### src/rtl/serial_adder.sv
// Bit-serial adder: one full-adder cell walks a captured operand pair LSB first,
// producing sum = a + b + cin after WIDTH cycles behind a valid/ready handshake.
module serial_adder #(
  parameter int WIDTH = 4
) (
  input  logic             clk,
  input  logic             rst_n,
  input  logic             in_valid,
  output logic             in_ready,
  input  logic [WIDTH-1:0] a,
  input  logic [WIDTH-1:0] b,
  input  logic             cin,
  output logic             out_valid,
  input  logic             out_ready,
  output logic [WIDTH-1:0] sum,
  output logic             cout,
  output logic             busy
);

  localparam int CW = (WIDTH > 1) ? $clog2(WIDTH) : 1;

  typedef enum logic [1:0] {IDLE, SHIFT, DONE} state_t;

  state_t           state, state_next;
  logic [WIDTH-1:0] a_sh, b_sh;
  logic             carry;
  logic [CW-1:0]    cnt;
  logic             s_bit, c_bit, last_bit;

  function automatic logic fa_sum(input logic x, input logic y, input logic z);
    return x ^ y ^ z;
  endfunction

  function automatic logic fa_carry(input logic x, input logic y, input logic z);
    return (x & y) | (x & z) | (y & z);
  endfunction

  assign s_bit    = fa_sum(a_sh[0], b_sh[0], carry);
  assign c_bit    = fa_carry(a_sh[0], b_sh[0], carry);
  assign last_bit = (cnt == CW'(WIDTH - 1));

  assign in_ready  = (state == IDLE);
  assign out_valid = (state == DONE);
  assign busy      = (state != IDLE);

  always_ff @(posedge clk or negedge rst_n) begin
    if (!rst_n) begin
      state <= IDLE;
    end else begin
      state <= state_next;
    end
  end

  always_comb begin
    state_next = state;
    case (state)
      IDLE:    if (in_valid) state_next = SHIFT;
      SHIFT:   if (last_bit) state_next = DONE;
      DONE:    if (out_ready) state_next = IDLE;
      default: state_next = IDLE;
    endcase
  end

  // Capture in IDLE, shift one bit per edge in SHIFT; DONE leaves everything frozen.
  always_ff @(posedge clk or negedge rst_n) begin
    if (!rst_n) begin
      a_sh  <= '0;
      b_sh  <= '0;
      carry <= 1'b0;
      cnt   <= '0;
      sum   <= '0;
      cout  <= 1'b0;
    end else begin
      case (state)
        IDLE: begin
          if (in_valid) begin
            a_sh  <= a;
            b_sh  <= b;
            carry <= cin;
            cnt   <= '0;
          end
        end
        SHIFT: begin
          a_sh  <= a_sh >> 1;
          b_sh  <= b_sh >> 1;
          carry <= c_bit;
          sum   <= {s_bit, sum[WIDTH-1:1]};
          if (last_bit) begin
            cout <= c_bit;
          end else begin
            cnt <= cnt + 1'b1;
          end
        end
        default: ;
      endcase
    end
  end

endmodule

### config.mk
export PLATFORM = sky130hd
export DESIGN_NAME = serial_adder
export DESIGN_NICKNAME = d
export VERILOG_FILES = /design/src/rtl/serial_adder.sv
export SDC_FILE = /design/constraint.sdc
export NUM_CORES = 1
export LEC_CHECK = 0
export ABC_CLOCK_PERIOD_IN_PS = 1600
export CAP_MARGIN = 20
export CORE_MARGIN = 5
export CORE_UTILIZATION = 50
export CTS_BUF_LIST = sky130_fd_sc_hd__clkbuf_4 sky130_fd_sc_hd__clkbuf_8
export DETAILED_ROUTE_END_ITERATION = 8
export DONT_BUFFER_PORTS = 1
export GPL_ROUTABILITY_DRIVEN = 0
export PLACE_DENSITY = 0.64
export SYNTH_ARGS = -nofsm -noshare
export SYNTH_HDL_FRONTEND = slang
export SYNTH_SLANG_ARGS = --single-unit
### constraint.sdc
create_clock -name clk -period 1.6 [get_ports clk]
set_input_delay 0.16 -clock clk [delete_from_list [all_inputs] [get_ports clk]]
set_output_delay 0.16 -clock clk [all_outputs]
set_load 0.1 [all_outputs]
==> impl_metrics.csv, run 1 <==
group,metric,value,unit
status,outcome,"finished, final reports clean",
timing,clock_skew,0.00729,ns
place,placed_cell_area,1010,sq um
grt,grt_pass1_vias,616,
clock_network,cts_num_sinks,18,
timing,drv_slew,0,
logic_synthesis,synth-seq-cells,18,
worst_setup_path,cpMaxStageDelayCell,"dfrtp_2",
hold_path,hp-class,"primary input to flop",
place,port_buffers,0,
logic_synthesis,synth_largest_area_cell,"dfrtp_1",
logic_synthesis,synth_ff_type,"dfrtp_1",
worst_setup_path,critPathKind,"flop to output pin",
clock_network,clk_pin_slew,0.10,ns
timing,hold_viol,0,
worst_setup_path,cp_max_fo,5,
logic_synthesis,synth_edf_count,0,
floorplanning,core_area,1730,sq um
timing,fin_crit_sh,93.5,%
grt,grt_pass1_wl,2910,um
cells_and_area,area_growth,20.7,%
worst_setup_path,cp_data_arrival_time,1.34,ns
worst_setup_path,cp-end-kind,"output pin",
logic_synthesis,syn_nets,85,
routing,drt_iter0_markers,7,
floorplanning,ios,21,
clock_network,cts_inserted_buffers,3,
cells_and_area,fin_area,1090,sq um
cells_and_area,nFillCells,164,
logic_synthesis,avgSynthCellArea,12.9,sq um
grt,met3_usage,6.27,%
logic_synthesis,yosysSeqAreaShare,50.0,%
grt,gr-usage-met2,21.7,%
floorplanning,die_w,52.4,um
routing,wl_per_cell,15.7,um
cells_and_area,drive_gt1_share,43.5,%
timing,slew_headroom,46.7,%
floorplanning,fp-row-count,15,
routing,vias,619,
grt,top_usage_layer,"met2",
logic_synthesis,synth_most_common_cell,"dfrtp_1",
clock_network,clkLatencyLatePin,0.29,ns
worst_setup_path,required,1.44,ns
floorplanning,initial_core_util,52.2,%
floorplanning,die_h,52.4,um
hold_path,holdPathStages,2,
clock_network,cts_buffer_depth,2,
clock_network,root_buffer,"clkbuf_4",
grt,grt-ovfl-total,0,
timing,setup_viol,0,
worst_setup_path,worstPathCellList,"buf_6 > or2b_1 > inv_2 > buf_12",
logic_synthesis,synth_area_leaders,"dfrtp_1 (50%), o221a_2 (8.8%), or4b_1 (7.8%)",
grt,antenna_found_initial,0,
logic_synthesis,syn-cell-area,901,sq um
worst_setup_path,cp_slowest_stage_delay,0.43,ns
logic_synthesis,synthCells,70,
clock_network,cts_tree,"done",
timing,max_freq,668,MHz
place,dp_hpwl,1170,um
routing,routed_wl,1730,um
logic_synthesis,yosys-top-cells-count,"dfrtp_1 (18), o221a_2 (7), or4b_1 (7)",
routing,drtPass1Iterations,4,
logic_synthesis,ys_async_sr_fraction,100,%
cells_and_area,n_antenna_cell,0,
logic_synthesis,synth_top_area_share,50.0,%
cells_and_area,layout.nets,102,
worst_setup_path,crit_family,"flip-flops",
worst_setup_path,worst-path-stages,4,
routing,ant_nets,0,
run,maxCapViolCount,0,
logic_synthesis,post_synth_num_cell_types,24,
clock_network,htreeDepth,1,
grt,met1_usage,19.9,%
floorplanning,die_area,2750,sq um
routing,drc,0,
routing,viasPerCell,5.63,
timing,period_needed,1.50,ns
grt,grt_start_max_net_pins,19,
worst_setup_path,reg2regPathDepth,3,
timing,tightest_slew,0.796,ns
timing,rsz0062_at_grt,"no",
worst_setup_path,critPathBufInv,3,
logic_synthesis,synth_warnings,0,
grt,grtUsageTotal,14.8,%
worst_setup_path,crit_path_start_kind,"flop",
timing,tns,0,ns
==> placed cells by master (no fill, tap or decap), types with 2 or more instances in the layout <==
cell | netlist | routed
nand3_1 | 2 | 2
dfrtp_1 | 18 | 16
nor4bb_1 | 2 | 2
dfrtp_2 | 0 | 2
clkbuf_4 | 0 | 3
dlygate4sd3_1 | 0 | 3
a211o_1 | 2 | 2
inv_1 | 4 | 3
or4b_1 | 7 | 7
mux2_2 | 5 | 5
buf_4 | 0 | 13
nand2b_1 | 4 | 4
o221a_2 | 7 | 7
nor3b_1 | 2 | 2
==> sequential cells by signal, summed over array words and instances (netlist names) <==
signal	flops
b_sh	4
a_sh	4
state	2
cnt	2
carry	1
sum	4
cout	1
==> metal layers <==
layer / share of wire (%) / wire length (um)
met5: 0 / 0
met1: 48 / 830
met2: 46 / 801
met3: 4.3 / 75
met4: 1.0 / 18
==> worst reg2reg max path, delay by kind of cell (launching register included) <==
kind / cells / cell delay, ns
buffers and inverters: 1 / 0.17
AND/OR/NAND/NOR: 1 / 0.52
flip-flops: 1 / 0.45
AO/OA/AOI/OAI: 1 / 0.14
==> stage by stage <==
step           setup WS (ns)  util [%]  instances  hold slack, ns
2_1_floorplan         -0.204         -         70          -0.136
3_3_place_gp           0.221      58.3        101          -0.135
3_5_place_dp           0.214      58.3        101          -0.135
4_1_cts               0.0473      61.9        108           0.131
5_1_grt               0.0140      63.0        110           0.119
6_report               0.103      63.0        110           0.136
==> worst paths after layout <==
check,startpoint,slack [ns],endpoint
hold reg to reg,state[1],0.49,state[0]
hold / removal,b[0],0.14,b_sh[0]
setup reg to reg,state[1],0.22,b_sh[2]
setup / recovery,state[0],0.10,out_valid
min in group asynchronous,rst_n,0.39,a_sh[2]
max in group asynchronous,rst_n,0.67,state[1]
==> cell type report <==
| type | instances | area [sq um] | area share [%] |
|---|---|---|---|
| Inverter | 4 | 15.0 | 1.38 |
| Sequential cell | 18 | 453 | 41.7 |
| Multi-Input combinational cell | 42 | 407 | 37.4 |
| Timing Repair Buffer | 18 | 159 | 14.6 |
| Tap cell | 25 | 31.3 | 2.88 |
| Clock buffer | 3 | 22.5 | 2.07 |
==> logic make-up (layout without fill, tap and decap cells) <==
family | Yosys count | in the layout | share of synthesized area [%]
compound gates | 14 | 14 | 15.3
fa+ha+maj | 2 | 2 | 3.61
buf+inv | 10 | 25 | 5.69
flops | 18 | 18 | 50.0
mux | 5 | 5 | 6.25
simple gates | 21 | 21 | 19.2
==> timing repair <==
| item | 4_1_cts | 5_1_grt |
|---|---|---|
| buffers inserted | 1 | 2 |
| resized for setup | 2 | 2 |
| setup endpoints to repair | 3 | 3 |
| endpoints found under the hold margin | 20 | 0 |
| hold buffers | 3 | 0 |
Power of run 1 is left out: the tool's default activity adds up to more than one toggle a clock period on the data nets, which glitch-free logic cannot reach.
==> run 2: changes to the inputs <==
SETUP_SLACK_MARGIN = 0.4   (was unset)
==> impl_metrics.csv, run 2 (same netlist as run 1, synthesis figures left out) <==
group,metric,value,unit
status,outcome,"finished, final reports clean",
cells_and_area,stdcell_count,111,
timing,clock_skew,0.00261,ns
timing,drv_slew,0,
routing,drtPass1Iterations,4,
worst_setup_path,critPathBufInv,2,
worst_setup_path,cp_data_arrival_time,1.26,ns
worst_setup_path,crit_family,"flip-flops",
routing,viasPerCell,5.81,
worst_setup_path,required,1.44,ns
clock_network,clk_pin_slew,0.10,ns
cells_and_area,nFillCells,132,
timing,tightest_slew,0.808,ns
clock_network,cts_buffer_depth,2,
cells_and_area,layout.nets,102,
worst_setup_path,cpMaxStageDelayCell,"dfrtp_2",
floorplanning,fp-row-count,15,
floorplanning,die_area,2750,sq um
cells_and_area,fin_area,1160,sq um
worst_setup_path,worstPathCellList,"or2b_1 > clkinvlp_4 > buf_12",
clock_network,htreeDepth,1,
hold_path,hp-class,"primary input to flop",
routing,vias,645,
clock_network,cts_num_sinks,18,
cells_and_area,layout_common_cells,"dfrtp_1 (11), or4b_1 (7), o221a_2 (7), dfrtp_2 (7), buf_4 (7)",
clock_network,cts_inserted_buffers,3,
routing,drt_iter0_markers,12,
floorplanning,initial_core_util,52.2,%
routing,wl_per_cell,16.5,um
floorplanning,die_w,52.4,um
clock_network,clkLatencyLatePin,0.29,ns
floorplanning,core_area,1730,sq um
floorplanning,ios,21,
worst_setup_path,cp_max_fo,4,
cells_and_area,multiInputGateArea,438,sq um
timing,setup_viol,0,
grt,grt_pass1_wl,3080,um
cells_and_area,regArea,459,sq um
worst_setup_path,critPathKind,"flop to output pin",
cells_and_area,final_common_cell,"dfrtp_1",
place,placed_cell_area,973,sq um
place,placedCellCount,95,
timing,fin_crit_sh,88.8,%
cells_and_area,top_regs,"a_sh x4, b_sh x4, sum x4",
grt,grt-ovfl-total,0,
timing,period_needed,1.42,ns
cells_and_area,n_antenna_cell,0,
grt,antenna_found_initial,0,
run,maxCapViolCount,0,
timing,max_freq,703,MHz
cells_and_area,drive_gt1_share,57.0,%
timing,rsz0062_at_grt,"yes",
clock_network,root_buffer,"clkbuf_4",
timing,hold_viol,0,
place,port_buffers,0,
timing,slew_headroom,45.9,%
routing,ant_nets,0,
cells_and_area,area_growth,29.2,%
worst_setup_path,rrSetupSlack,0.25,ns
clock_network,cts_tree,"done",
routing,drc,0,
place,dp_hpwl,1170,um
worst_setup_path,cp-end-kind,"output pin",
grt,grt_pass1_vias,648,
floorplanning,die_h,52.4,um
worst_setup_path,crit_path_start_kind,"flop",
grt,grt_start_max_net_pins,19,
worst_setup_path,cp_slowest_stage_delay,0.42,ns
cells_and_area,post-route-util,67.4,%
grt,grtUsageTotal,15.5,%
routing,routed_wl,1830,um
-- run 2: cell types whose count changed in the layout (fill, tap and decap cells not counted), moves of 2 or more --
| cell | change |
|---|---|
| dfrtp_2 | +5 |
| buf_2 | +2 |
| buf_6 | +2 |
| buf_12 | +2 |
| buf_4 | -6 |
| dfrtp_1 | -5 |
-- run 2: layer usage --
| layer | routed length, um | part of all wire [%] | GRT usage [%] | up-vias |
|---|---|---|---|---|
| li1 | - | - | - | 299 |
| met1 | 774 | 42 | 20.8 | 322 |
| met2 | 932 | 51 | 23.8 | 18 |
| met3 | 71 | 3.9 | 3.70 | 6 |
| met4 | 50 | 2.7 | 6.38 | 0 |
| met5 | 0 | 0 | 0 | - |
-- run 2: final timing paths --
| path | from | to | cells after the start |
|---|---|---|---|
| max | state[1] | out_valid | 3 |
| min | cin | carry | 2 |
| max reg2reg | state[1] | a_sh[0] | 3 |
| min reg2reg | cout | cout | 1 |
| max in group asynchronous | rst_n | state[1] | 1 |
| min in group asynchronous | rst_n | sum[1] | 1 |
-- run 2: cell type report --
type / count / area share (%)
inverters: 4 / 1.61
flip-flops and latches: 18 / 39.5
well taps: 25 / 2.69
multi-input cells: 42 / 37.6
repair buffers: 18 / 16.0
clock buffers: 4 / 2.58
-- run 2: metrics by stage --
stage	worst slack [ns]	TNS (ns)	hold slack [ns]
after detailed placement	0.192	0	-0.135
after global routing	0.105	0	0.108
final	0.178	0	0.135
after global placement	0.229	0	-0.135
after CTS	0.176	0	0.123
after floorplan	-0.204	-0.204	-0.136
-- run 2: repair_timing --
| action | CTS | global route |
|---|---|---|
| endpoints found under the setup margin | 19 | 18 |
| endpoints found under the hold margin | 20 | 0 |
| pin swaps | 0 | 3 |
| resized for setup | 7 | 10 |
| hold buffers | 3 | 0 |
| gates cloned | 0 | 1 |
| setup buffers | 7 | 1 |
Power of run 2 is left out for the same reason.
